--- src/rtl/led_pattern_sequencer.sv ---
// Prescaled LED pattern sequencer: rotate-left/right, bounce and fill patterns with run/pause and single-step.
// leds update one cycle after the advancing tick/step; inputs are sampled every cycle, no backpressure.
module led_pattern_sequencer #(
  parameter int N_LEDS   = 4,
  parameter int TICK_DIV = 50000000,
  parameter int CNT_W    = 26
) (
  input  logic              clk,
  input  logic              rst,
  input  logic              run,
  input  logic              step,
  input  logic [1:0]        mode_sel,
  input  logic              mode_load,
  input  logic [1:0]        speed,
  output logic [N_LEDS-1:0] leds,
  output logic              tick,
  output logic              running
);

  typedef enum logic [1:0] {
    MODE_ROTL   = 2'd0,
    MODE_ROTR   = 2'd1,
    MODE_BOUNCE = 2'd2,
    MODE_FILL   = 2'd3
  } mode_e;

  typedef enum logic {
    ST_PAUSE = 1'b0,
    ST_RUN   = 1'b1
  } state_e;

  localparam logic [N_LEDS-1:0] LED1 = N_LEDS'(1);
  localparam logic [N_LEDS-1:0] ONES = '1;

  state_e              state_q, state_d;
  mode_e               mode_q, mode_d;
  logic                dir_up_q, dir_up_d;
  logic [N_LEDS-1:0]   leds_q, leds_d;
  logic [CNT_W-1:0]    cnt_q, cnt_d;
  logic [31:0]         period_m1;
  logic                wrap;
  logic                adv;
  logic                is_onehot;
  logic                is_thermo;

  // >= rather than == so a speed change that shrinks the period wraps at once
  assign period_m1 = (32'(TICK_DIV) >> speed) - 32'd1;
  assign wrap      = 32'(cnt_q) >= period_m1;
  assign tick      = wrap & ~mode_load & ~rst;
  assign cnt_d     = (wrap | mode_load) ? '0 : cnt_q + CNT_W'(1);

  assign is_onehot = (leds_q != '0) && ((leds_q & (leds_q - LED1)) == '0);
  assign is_thermo = (leds_q & (leds_q + LED1)) == '0;

  always_comb begin
    state_d = state_q;
    case (state_q)
      ST_PAUSE: if (run)  state_d = ST_RUN;
      ST_RUN:   if (!run) state_d = ST_PAUSE;
      default:  state_d = ST_PAUSE;
    endcase
  end

  assign adv = (state_q == ST_RUN) ? tick : step;

  always_comb begin
    mode_d   = mode_q;
    leds_d   = leds_q;
    dir_up_d = dir_up_q;
    if (mode_load) begin
      mode_d   = mode_e'(mode_sel);
      leds_d   = LED1;
      dir_up_d = 1'b1;
    end else if (adv) begin
      case (mode_q)
        MODE_ROTL: begin
          if (!is_onehot) begin
            leds_d   = LED1;
            dir_up_d = 1'b1;
          end else begin
            leds_d = {leds_q[N_LEDS-2:0], leds_q[N_LEDS-1]};
          end
        end
        MODE_ROTR: begin
          if (!is_onehot) begin
            leds_d   = LED1;
            dir_up_d = 1'b1;
          end else begin
            leds_d = {leds_q[0], leds_q[N_LEDS-1:1]};
          end
        end
        MODE_BOUNCE: begin
          if (!is_onehot) begin
            leds_d   = LED1;
            dir_up_d = 1'b1;
          end else if ((dir_up_q && !leds_q[N_LEDS-1]) || leds_q[0]) begin
            leds_d   = leds_q << 1;
            dir_up_d = !leds_d[N_LEDS-1];
          end else begin
            leds_d   = leds_q >> 1;
            dir_up_d = leds_d[0];
          end
        end
        default: begin
          if (!is_thermo) begin
            leds_d   = LED1;
            dir_up_d = 1'b1;
          end else if ((dir_up_q && leds_q != ONES) || leds_q == '0) begin
            leds_d   = (leds_q << 1) | LED1;
            dir_up_d = (leds_d != ONES);
          end else begin
            leds_d   = leds_q >> 1;
            dir_up_d = (leds_d == '0);
          end
        end
      endcase
    end
  end

  always_ff @(posedge clk) begin
    if (rst) begin
      state_q  <= ST_PAUSE;
      mode_q   <= MODE_ROTL;
      dir_up_q <= 1'b1;
      leds_q   <= LED1;
      cnt_q    <= '0;
    end else begin
      state_q  <= state_d;
      mode_q   <= mode_d;
      dir_up_q <= dir_up_d;
      leds_q   <= leds_d;
      cnt_q    <= cnt_d;
    end
  end

  assign leds    = leds_q;
  assign running = (state_q == ST_RUN);

endmodule

--- config.mk ---
export PLATFORM = sky130hd
export DESIGN_NAME = led_pattern_sequencer
export DESIGN_NICKNAME = d
export VERILOG_FILES = /design/src/rtl/led_pattern_sequencer.sv
export SDC_FILE = /design/constraint.sdc
export NUM_CORES = 1
export LEC_CHECK = 0
export BUFFER_PORTS_ARGS = -buffer_cell sky130_fd_sc_hd__buf_4
export CAP_MARGIN = 20
export CORE_AREA = 2 2 66 68
export DETAILED_ROUTE_END_ITERATION = 8
export DIE_AREA = 0 0 68 70
export PLACE_DENSITY_LB_ADDON = 0.3
export SYNTH_ARGS = -nofsm -noshare
export SYNTH_HDL_FRONTEND = slang
export SYNTH_SLANG_ARGS = --single-unit
--- constraint.sdc ---
create_clock -name clk -period 4.4 [get_ports clk]
set_input_delay 0.22 -clock clk [delete_from_list [all_inputs] [get_ports clk]]
set_output_delay 0.22 -clock clk [all_outputs]
set_load 0.05 [all_outputs]
==> results summary <==
After detailed routing, the average wire length per cell comes to 13.06 µm. The number of synthesized flops with an enable pin is 0. The detailed-route via count came out at 1955. The mean post-synth cell area is 8.264 µm².

For this design the static power due to leakage is 0.9962 nW. The number of buffers added to fix hold violations after cts came out at 0. The clock latency of the later-clocked register in the worst-skew pair came out at 290 ps. The final design area excluding fillers is 0.002540 mm².

Entering global routing, the biggest net connects 16 pins. The power density over cell area came out at 268.0 mW/mm². The estimated wirelength of the detail-placed design is 3374 µm. In the global route stage, overall resource usage came out at 21.10%. The number of buffers inserted by post-CTS setup repair came out at 0.

The full die area came out at 0.004760 mm². The relative contribution of combinational cells to total power came out at 10.5%. The die boundary width is 68 µm. Summed over all nets, the switching power comes to 172.1 µW. The kind of critical path is input port to flip-flop. The number of clock buffers added by TritonCTS is 5. The number of I/O pins is 15.

In this run the remaining antenna-violating nets after routing total 0. The cell count after synthesis came out at 281. In this run the cell area measured after placement is 0.002426 mm². The number of vias per cell after detailed routing is 5.667.

The number of gates resized after CTS is 0. The element type at the critical path start is an input port. The worst endpoint data arrival time came out at 3280 ps. The initialized floorplan defines 24 standard-cell rows. The die height is 70 µm. The share of the cycle needed by the critical path after routing is 69.44%. The antenna diode instance count came out at 0.

The number of maximum-capacitance constraint violations came out at 0. The initial antenna violation count came to 0. The number of warnings reported in the yosys synthesis log came out at 0. The sum of routed wire length over all layers is 4504 µm. The clock drives 34 sinks. The switching power as a share of total power came out at 25.28%.

The final max-slew violation count is 0. The setup total negative slack is 0 ps. The largest fanout on the critical path is 15. The total congestion overflow is 0. The library cell used most frequently in the layout, excluding fill and tap cells, is sky130_fd_sc_hd__nor2_1. The utilization after layout came out at 61.29%. The worst IR drop on VDD came out at 0.2024 mV. Setup repair after global routing left no endpoint under its margin. The wire length of the first global-routing pass is 7790 µm. The area used by multi-input combinational logic came out at 0.001534 mm². The layout net count is 322. The sequential fraction of design power came out at 47.2%. The design internal power came out at 508.6 µW. In the routed design, unresolved DRC markers number 0. The first-pass iteration count of the detailed router is 4.

The layout overhead on the synthesized area came out at 9.375%. The number of hold violations in the final report came out at 0. The maximum achievable frequency came out at 0.3273 GHz. The area of all sequential standard cells is 680.7 µm².

The fraction of registers with async set or reset after synthesis came out at 0%. The H-tree was split into 2 levels. The number of different library cells used by synthesis comes to 52.

The share of final-layout standard cells stronger than drive strength 1 is 14.33%. The cell area after technology mapping came out at 0.002322 mm². The top cell types in the final layout, fill and taps aside, are sky130_fd_sc_hd__nor2_1, sky130_fd_sc_hd__dfxtp_1, sky130_fd_sc_hd__ha_1. The flow ran to the end, and the final reports show no timing, DRC or antenna violations. The count of final setup violators came out at 0. The actual transition at the worst max-transition pin is 540.1 ps. No sink is reached through more buffers than the 2 on the longest clock path. The floorplan step defined a core boundary enclosing 0.004144 mm². The most used flip-flop cell after synthesis is sky130_fd_sc_hd__dfxtp_1.

The setup skew after layout came out at 4.291 ps. The final critical-path required period came out at 3055 ps. The worst-case headroom to the max-slew limit is 63.66%. The tightest min-delay check is of the input port to flip-flop type. In this run the tool buffered the top-level ports with 14 buffer cells. The fraction of power consumed by the clock network is 42.3%. The congestion estimate from routability-driven global placement came to 0.9255. For this configuration, the core starts out at a cell density of 56.04%. The worst setup path is captured at a flip-flop.

The number of nets in the synthesized netlist is 311. The clock transition at the registers of the reported paths is 70 ps. The part of the Yosys area used for sequential elements is 29.31%. The worst hold margin is 109.4 ps. TritonCTS built the clock tree. Synthesis inferred 34 register bits. The layout has 378 filler cells.

The via count of the first global-routing pass was 1839. The number of DRC markers in iteration 0 is 111. The cell sitting at the root of the clock tree is a sky130_fd_sc_hd__clkbuf_8. At the worst endpoint, the required time is 4630 ps.
==> flip-flops by register name (all words and copies together), names as in the netlist <==
name / count
leds: 4
cnt_q: 26
mode_q: 2
running: 1
dir_up_q: 1
==> kinds of logic after synthesis <==
| family | Yosys count | synth area share [%] |
|---|---|---|
| AO/OA/AOI/OAI | 50 | 13.85 |
| XOR/XNOR | 27 | 10.18 |
| adder cells (fa/ha/maj) | 21 | 11.31 |
| buffers and inverters | 20 | 4.633 |
| flip-flops | 34 | 29.31 |
| multiplexers | 5 | 2.209 |
| other | 2 | 0.3234 |
| AND/OR/NAND/NOR | 122 | 28.18 |
==> synthesized netlist by cell type, drive strengths merged (3+ instances only) <==
library cell / instances / area share, %
nor2: 49 / 11
nand4: 8 / 2.2
buf: 4 / 2.0
clkbuf: 7 / 1.1
nand2: 18 / 2.9
dfxtp: 34 / 29
xnor2: 11 / 4.1
o31ai: 3 / 0.97
inv: 9 / 1.5
nor3: 5 / 1.1
o21ai: 8 / 1.7
mux2i: 4 / 1.7
xor2: 16 / 6.0
a21oi: 20 / 4.5
nand2b: 4 / 1.2
and3: 8 / 2.2
o21a: 4 / 1.3
nand3: 17 / 3.9
ha: 21 / 11
==> power groups by stage <==
| stage | registers, mW | clock network, mW | logic (mW) |
|---|---|---|---|
| floorplan | 0.328 | 0 | 0.0541 |
| global placement | 0.328 | 0 | 0.0695 |
| detailed placement | 0.328 | 0 | 0.0704 |
| CTS | 0.321 | 0.296 | 0.0714 |
| global route | 0.322 | 0.307 | 0.0794 |
| finish | 0.322 | 0.288 | 0.0711 |
==> critical path, stage by stage <==
cell                       delay (ps)
sky130_fd_sc_hd__buf_4            140
sky130_fd_sc_hd__nor2_1           270
sky130_fd_sc_hd__inv_1             90
sky130_fd_sc_hd__ha_1             280
sky130_fd_sc_hd__ha_1             310
sky130_fd_sc_hd__a21oi_1          150
sky130_fd_sc_hd__o21ai_1           90
sky130_fd_sc_hd__a311oi_1         310
sky130_fd_sc_hd__o221ai_2         180
sky130_fd_sc_hd__and2_1           190
sky130_fd_sc_hd__or3_1            580
sky130_fd_sc_hd__buf_4            330
sky130_fd_sc_hd__nor2_1           130
==> final timing paths <==
check | end | slack [ps] | cells after the start | startpoint
worst min register to register | cnt_q[0] | 490 | 1 | cnt_q[0]
worst max register to register | cnt_q[2] | 1680 | 9 | cnt_q[7]
worst min-delay path | mode_q[1] | 110 | 2 | rst
worst max-delay path | cnt_q[2] | 1340 | 13 | speed[0]
==> final cells by class <==
type,instances,share of cell area [%]
Clock buffer,5,2.709
Multi-Input combinational cell,227,60.39
Tap cell,52,2.562
Timing Repair Buffer,15,4.433
Clock inverter,3,1.773
Inverter,9,1.330
Sequential cell,34,26.80
==> routing by layer <==
layer,GRT usage (%),vias up,part of all wire [%]
li1,-,1011,-
met1,26.35,902,44
met2,34.09,30,50
met3,3.865,12,2.9
met4,10.44,0,2.5
met5,0,-,0
==> through the flow <==
step	worst slack, ps	cells	power (mW)
finish	1345	345	0.6806
CTS	1335	345	0.6890
detailed placement	1059	337	0.3989
floorplan	1762	281	0.3824
global route	1163	345	0.7094
global placement	1230	337	0.3979
Note: power is estimated with default switching activity, not from simulation.
